==> config.mk <==
export PLATFORM = sky130hd
export DESIGN_NAME = regfile_dump_flat
export DESIGN_NICKNAME = d
export VERILOG_FILES = /design/src/rtl/regfile_dump_if.sv /design/src/rtl/regfile_dump.sv /design/src/flat_wrapper.sv
export SDC_FILE = /design/constraint.sdc
export NUM_CORES = 1
export LEC_CHECK = 0
export CAP_MARGIN = 20
export CORE_ASPECT_RATIO = 0.6
export CORE_MARGIN = 2
export CORE_UTILIZATION = 38
export CTS_CLUSTER_SIZE = 20
export DETAILED_ROUTE_END_ITERATION = 8
export GPL_ROUTABILITY_DRIVEN = 0
export PLACE_DENSITY = 0.76
export SLEW_MARGIN = 10
export SYNTH_ARGS = -nofsm -noshare
export SYNTH_HDL_FRONTEND = slang
export SYNTH_SLANG_ARGS = --single-unit
==> constraint.sdc <==
create_clock -name clk -period 1.9 [get_ports clk]
set_input_delay 0.38 -clock clk [delete_from_list [all_inputs] [get_ports clk]]
set_output_delay 0.38 -clock clk [all_outputs]
set_load 0.1 [all_outputs]
==> src/rtl/regfile_dump_if.sv <==
// Handshake bundle between the register-file dump engine and its neighbours:
// the start/busy/done control, the asynchronous read port and the output stream.
interface regfile_dump_if #(
  parameter int ADDR_W = 5,
  parameter int DATA_W = 32
);
  logic              start;
  logic              busy;
  logic              done;
  logic [ADDR_W-1:0] rd_addr;
  logic [DATA_W-1:0] rd_data;
  logic              out_valid;
  logic              out_ready;
  logic [DATA_W-1:0] out_data;
  logic [ADDR_W:0]   out_index;
  logic              out_last;

  modport master (
    input  start, rd_data, out_ready,
    output busy, done, rd_addr, out_valid, out_data, out_index, out_last
  );

  modport slave (
    output start, rd_data, out_ready,
    input  busy, done, rd_addr, out_valid, out_data, out_index, out_last
  );
endinterface

==> src/rtl/regfile_dump.sv <==
// Walks every architectural register through one async read port and streams the values out.
// Optional REGDUMP_CHECKSUM_EN appends a modular-sum word after the last register.
module regfile_dump #(
  parameter int NUM_REGS = 32,
  parameter int ADDR_W   = 5,
  parameter int DATA_W   = 32
) (
  input logic            clk,
  input logic            reset,
  regfile_dump_if.master bus
);

`ifdef REGDUMP_CHECKSUM_EN
  typedef enum logic [2:0] {IDLE, FETCH, SEND, CKSUM, DONE} state_t;
`else
  typedef enum logic [2:0] {IDLE, FETCH, SEND, DONE} state_t;
`endif

  localparam logic [ADDR_W-1:0] LAST_ADDR = ADDR_W'(NUM_REGS - 1);

  state_t              state;
  logic                done_r;
  logic [ADDR_W-1:0]   rd_addr_r;
  logic                out_valid_r;
  logic [DATA_W-1:0]   out_data_r;
  logic [ADDR_W:0]     out_index_r;
  logic                out_last_r;

`ifdef REGDUMP_CHECKSUM_EN
  localparam logic [ADDR_W:0] CKSUM_INDEX = (ADDR_W + 1)'(NUM_REGS);

  logic [DATA_W-1:0]   sum_r;

  // Running checksum wraps modulo 2^DATA_W; carries out of the top bit are discarded.
  function automatic logic [DATA_W-1:0] wrap_add(input logic [DATA_W-1:0] a,
                                                 input logic [DATA_W-1:0] b);
    logic [DATA_W-1:0] s;
    s = a + b;
    return s;
  endfunction
`endif

  assign bus.busy      = (state != IDLE);
  assign bus.done      = done_r;
  assign bus.rd_addr   = rd_addr_r;
  assign bus.out_valid = out_valid_r;
  assign bus.out_data  = out_data_r;
  assign bus.out_index = out_index_r;
  assign bus.out_last  = out_last_r;

  always_ff @(posedge clk or posedge reset) begin
    if (reset) begin
      state       <= IDLE;
      done_r      <= 1'b0;
      rd_addr_r   <= '0;
      out_valid_r <= 1'b0;
      out_data_r  <= '0;
      out_index_r <= '0;
      out_last_r  <= 1'b0;
`ifdef REGDUMP_CHECKSUM_EN
      sum_r       <= '0;
`endif
    end else begin
      done_r <= 1'b0;
      case (state)
        IDLE: begin
          if (bus.start) begin
            rd_addr_r <= '0;
`ifdef REGDUMP_CHECKSUM_EN
            sum_r     <= '0;
`endif
            state     <= FETCH;
          end
        end

        // Sample the read port for the current address; the value is frozen from here on.
        FETCH: begin
          out_data_r  <= bus.rd_data;
          out_index_r <= {1'b0, rd_addr_r};
          out_valid_r <= 1'b1;
`ifdef REGDUMP_CHECKSUM_EN
          sum_r       <= wrap_add(sum_r, bus.rd_data);
          out_last_r  <= 1'b0;
`else
          out_last_r  <= (rd_addr_r == LAST_ADDR);
`endif
          state       <= SEND;
        end

        SEND: begin
          if (bus.out_ready) begin
            if (rd_addr_r != LAST_ADDR) begin
              out_valid_r <= 1'b0;
              rd_addr_r   <= rd_addr_r + 1'b1;
              state       <= FETCH;
            end else begin
`ifdef REGDUMP_CHECKSUM_EN
              // Valid stays high: the checksum word follows the last register directly.
              out_data_r  <= sum_r;
              out_index_r <= CKSUM_INDEX;
              out_last_r  <= 1'b1;
              state       <= CKSUM;
`else
              out_valid_r <= 1'b0;
              done_r      <= 1'b1;
              state       <= DONE;
`endif
            end
          end
        end

`ifdef REGDUMP_CHECKSUM_EN
        CKSUM: begin
          if (bus.out_ready) begin
            out_valid_r <= 1'b0;
            done_r      <= 1'b1;
            state       <= DONE;
          end
        end
`endif

        DONE: begin
          state <= IDLE;
        end

        default: begin
          state <= IDLE;
        end
      endcase
    end
  end

endmodule

==> src/flat_wrapper.sv <==
// flat-port wrapper written by rule: the top's interface ports become plain ports
module regfile_dump_flat 
#(
  parameter int NUM_REGS = 32,
  parameter int ADDR_W   = 5,
  parameter int DATA_W   = 32
)
  (clk, reset, bus_start, bus_rd_data, bus_out_ready, bus_busy, bus_done, bus_rd_addr, bus_out_valid, bus_out_data, bus_out_index, bus_out_last);
  regfile_dump_if #(.ADDR_W(ADDR_W), .DATA_W(DATA_W)) bus_i ();
  input logic clk;
  input logic reset;
  input wire logic [$bits(bus_i.start)-1:0] bus_start;
  input wire logic [$bits(bus_i.rd_data)-1:0] bus_rd_data;
  input wire logic [$bits(bus_i.out_ready)-1:0] bus_out_ready;
  output wire logic [$bits(bus_i.busy)-1:0] bus_busy;
  output wire logic [$bits(bus_i.done)-1:0] bus_done;
  output wire logic [$bits(bus_i.rd_addr)-1:0] bus_rd_addr;
  output wire logic [$bits(bus_i.out_valid)-1:0] bus_out_valid;
  output wire logic [$bits(bus_i.out_data)-1:0] bus_out_data;
  output wire logic [$bits(bus_i.out_index)-1:0] bus_out_index;
  output wire logic [$bits(bus_i.out_last)-1:0] bus_out_last;
  assign bus_i.start = bus_start;
  assign bus_i.rd_data = bus_rd_data;
  assign bus_i.out_ready = bus_out_ready;
  assign bus_busy = bus_i.busy;
  assign bus_done = bus_i.done;
  assign bus_rd_addr = bus_i.rd_addr;
  assign bus_out_valid = bus_i.out_valid;
  assign bus_out_data = bus_i.out_data;
  assign bus_out_index = bus_i.out_index;
  assign bus_out_last = bus_i.out_last;
  regfile_dump #(.NUM_REGS(NUM_REGS), .ADDR_W(ADDR_W), .DATA_W(DATA_W)) u_core (.clk(clk), .reset(reset), .bus(bus_i));
endmodule
Yosys cells after proc, flatten, opt, wreduce, memory -nomap -nowiden. Cells that the tools add are included.

$add $sub $neg: 1. Equality and inequality tests: 7. Mux-type cells: 13. Reductions and logical operators: 7.

Operators by type and width (number): $mux W5 (3); $pmux W5 S2 (1); $pmux W3 S3 (1); $mux W3 (2); $add A5 B1 Y5 const B (1); $eq A5 B5 Y1 const B (1); $ne A5 B5 Y1 const B (1); $mux W1 (4); $ne A2 B2 Y1 const B (2); $reduce_and A2 Y1 (2); $reduce_and A4 Y1 (1); $reduce_bool A2 Y1 (2); $eq A3 B1 Y1 const B (1); $eq A3 B2 Y1 const B (1); $logic_not A3 Y1 (1); $reduce_bool A3 Y1 (1); $mux W2 (1); $ne A2 B1 Y1 const B (1); $pmux W1 S2 (1).

Flip-flop bits (word level): 48. Output and inout port bits: 47. Word-level logic and storage cells: 35.

Logic depth before layout (Yosys ltp).
Depth in word-level cells: 4. Depth in mapped cells: 7. Depth with buffers taken out: 6.

Worst setup path after synthesis. Ideal clock, no wire load.

Path kind: flip-flop to flip-flop. Start: register u_core.rd_addr_r[0], in the netlist u_core.bus.rd_addr[0]. End: register u_core.rd_addr_r[3], in the netlist u_core.bus.rd_addr[3]. Library setup time: 0.073 ns. Arrival: 2.368 ns. Data required time: 1.827 ns. Slack: -0.541 ns. Stages on the path, launching flop included: 8. Buffers on the path: 1. Path through: dfrtp_1 -> ha_1 -> and3_1 -> ha_1 -> nand2b_1 -> buf_6 -> or4_1 -> nand3_1.

Cells in the longest elaborated chain, start to end: 4. Elaborated cells between the ends (all ways): 7. Classes of those cells: add/sub: 1; eq/ne: 2; mux: 3; reduce/logical: 1.

Ends and longest elaborated chain: from (decl) (line regfile_dump.sv:23) `logic [ADDR_W-1:0] rd_addr_r;`; from (signal assigned) (line regfile_dump.sv:94) `rd_addr_r <= rd_addr_r + 1'b1;`; $add A5 B1 Y5 (line regfile_dump.sv:94); $mux W5 (line regfile_dump.sv:92) `if (rd_addr_r != LAST_ADDR) begin`; $mux W5 (line regfile_dump.sv:91) `if (bus.out_ready) begin`; $pmux W5 S2 (line regfile_dump.sv:65) `case (state)`.

Parallel ways exist; a longest one is shown, timed or not. The select of a mux whose other input is x is not followed. A chain may end at the register's enable or synchronous reset.

Final worst setup path. Ends and elaborated chain as after synthesis.

==> impl_metrics.csv <==
group,metric,value,unit
floorplanning,row_count,20,
cells_and_area,n_fill_cell,421,
global_routing,grt_pass1_wl,6.50,mm
clocking,cts_buffers,5,
yosys,syn-cell-area,1930,um^2
yosys,ys_ff_latch,47,
worst_setup_path,startpoint_type,"register",
cells_and_area,layout_common_cells,"44 x buf_4, 43 x dfrtp_1, 38 x mux2_2",
cells_and_area,diodes,0,
yosys,synth-simple-area-share,8.95,%
placement,dp.final_hpwl,3.03,mm
worst_setup_path,cp_data_required_time,2.13,ns
worst_setup_path,worst-setup-path-type,"register to register",
sta,hold_viol,0,
sta,grt_setup_unrepaired,"no",
clocking,ctsHoldBuffers,0,
sta,skew,0.0106,ns
clocking,clkSinkCount,47,
floorplanning,initial_core_util,38.7,%
clocking,clk_pin_slew_worst_paths,0.09,ns
clocking,cts_tree,"built",
route,wl_per_cell,14.1,um
global_routing,antenna_found_initial,0,
sta,drv_slew,0,
yosys,syn_avg_cell_area,14.3,um^2
floorplanning,die-width,96.0,um
sta,finalSetupViolations,0,
worst_setup_path,arrival,2.06,ns
floorplanning,io-pin-count,83,
sta,min_period,1.82,ns
global_routing,grt_max_degree,26,
worst_setup_path,cp_max_fo,8,
yosys,postSynthCellCount,135,
sta,hold_ws,0.429,ns
sta,clock.fmax,548,MHz
sta,worst_slack,0.0760,ns
clocking,post-cts-setup-buffers,0,
clocking,cts_max_level,2,
yosys,synth_nets,173,
cells_and_area,utilization,58.4,%
route,drcViolationCount,0,
yosys,yosys.area_share.adder,1.30,%
floorplanning,die_area,5680,um^2
cells_and_area,areaGrowthSynthToFinish,50.6,%
route,routed_via_density,4.65,
cells_and_area,drive_gt1_share,49.8,%
global_routing,grt_pass1_vias,1369,
yosys,synth_mux_area_share,22.7,%
cells_and_area,nets,258,
floorplanning,die_h,59.2,um
global_routing,grt_util_met2,21.9,%
yosys,synth_compound_area_share,2.14,%
yosys,synth_warnings,0,
placement,numPortBuffers,81,
run,cap_violations,0,
global_routing,grt_use_met1,21.0,%
yosys,seq_area_frac_synth,61.0,%
route,drt-pass1-iter-count,4,
global_routing,grt_overflow_total,0,
yosys,synth_cell_types,27,
cells_and_area,final_common_cell,"buf_4",
floorplanning,core,4980,um^2
route,num_vias,1334,
global_routing,grtUsageTotal,15.2,%
outcome,status,"finished clean",
clocking,clk_latency,0.29,ns
worst_setup_path,cp-end-kind,"register",
yosys,synth_top_family_by_area,"multiplexers",
clocking,ctsRootBufferMaster,"clkbuf_8",
yosys,synth-xor-area-share,0,%
route,drtIter0Drc,43,
route,routed_wl,4.05,mm
clocking,clockBufferDepth,2,
hold_path,hp-class,"input port to async pin",
route,postRouteAntennaNets,0,
placement,dp_slack,0.0975,ns
global_routing,met3_usage,7.51,%
clocking,cts_resized,0,
sta,post-route-period-util,96.0,%
global_routing,grt.busiest_layer,"met2",
## per-stage QoR
step                instance area (um^2)  setup TNS (ns)  std cells
detailed placement                  2820               0        279
finish                              2910               0        287
CTS                                 2910               0        287
global placement                    2820               0        279
global route                        2910               0        287
floorplan                           1980          -0.146        135
## flip-flops by register name, summed over array words and instances, names as in the netlist
register              flops
u_core.bus.out_data      32
u_core.bus.out_index      5
u_core.bus.rd_addr        5
u_core.state              2
u_core.bus.done           1
u_core.bus.out_last       1
u_core.bus.out_valid      1
## layer usage
metal / vias up / share of wire [%]
met3: 0 / 11
met4: 0 / 0
met1: 631 / 48
li1: 642 / -
met5: - / 0
met2: 61 / 41
## cell usage after synthesis
| cell | n | area (um^2) |
|---|---|---|
| or4_1 | 2 | 15.0 |
| nand3_1 | 11 | 55.1 |
| a21o_2 | 1 | 8.76 |
| o211ai_1 | 2 | 15.0 |
| and3_2 | 1 | 7.51 |
| buf_4 | 3 | 22.5 |
| nor2b_1 | 1 | 6.26 |
| inv_1 | 2 | 7.51 |
| or2_2 | 1 | 6.26 |
| buf_2 | 1 | 5.00 |
| mux2i_1 | 1 | 10.0 |
| dfrtp_1 | 47 | 1180 |
| mux2_2 | 38 | 428 |
| ha_1 | 2 | 25.0 |
| clkbuf_1 | 1 | 3.75 |
| nand2_1 | 6 | 22.5 |
| nor2_1 | 2 | 7.51 |
| a21oi_1 | 1 | 5.00 |
| o21ai_0 | 1 | 5.00 |
| nand2b_1 | 2 | 12.5 |
| buf_6 | 3 | 33.8 |
| and3_1 | 1 | 6.26 |
| o21bai_1 | 1 | 7.51 |
| nand3b_1 | 1 | 7.51 |
| and4bb_2 | 1 | 12.5 |
| conb_1 | 1 | 3.75 |
| nor2b_4 | 1 | 13.8 |
## worst max-delay path, stage by stage (launching register included)
cell and delay (ns):
dfrtp_4 0.54, ha_4 0.18, and3_4 0.18, ha_4 0.15, nand2b_4 0.17, or4_1 0.47
nand3_1 0.07
## cells by family (layout without fill, tap and decap cells)
kind of cell,after synthesis,count (layout)
adders and majority gates,2,2
muxes,39,39
AOI/OAI and AO/OA,6,6
and+or+nand+nor,30,30
buffers and inverters,10,96
DFF,47,47
other,1,1
## path summary, 6_finish.rpt
kind	start	to	slack, ns	cells after the start
max	u_core.bus.rd_addr[0]	u_core.bus.rd_addr[3]	0.08	6
min	reset	u_core.bus.rd_addr[0]	0.43	3
max reg2reg	u_core.bus.rd_addr[0]	u_core.bus.rd_addr[3]	0.08	6
min reg2reg	u_core.bus.out_data[0]	u_core.bus.out_data[0]	0.51	1
max in group asynchronous	reset	u_core.bus.out_data[3]	1.19	3
min in group clk	u_core.bus.out_data[0]	u_core.bus.out_data[0]	0.51	1
## layout make-up
type | count | area (um^2) | area share, %
sequential | 47 | 1190 | 40.8
timing repair buffer | 86 | 821 | 28.2
multi-input combinational | 78 | 718 | 24.7
clock buffer | 7 | 86.3 | 2.97
tap | 66 | 82.6 | 2.84
inverter | 2 | 7.51 | 0.258
clock inverter | 1 | 5.00 | 0.172
Power is left out: the tool's default activity adds up to more than one toggle a clock period on the data nets, which glitch-free logic cannot reach.
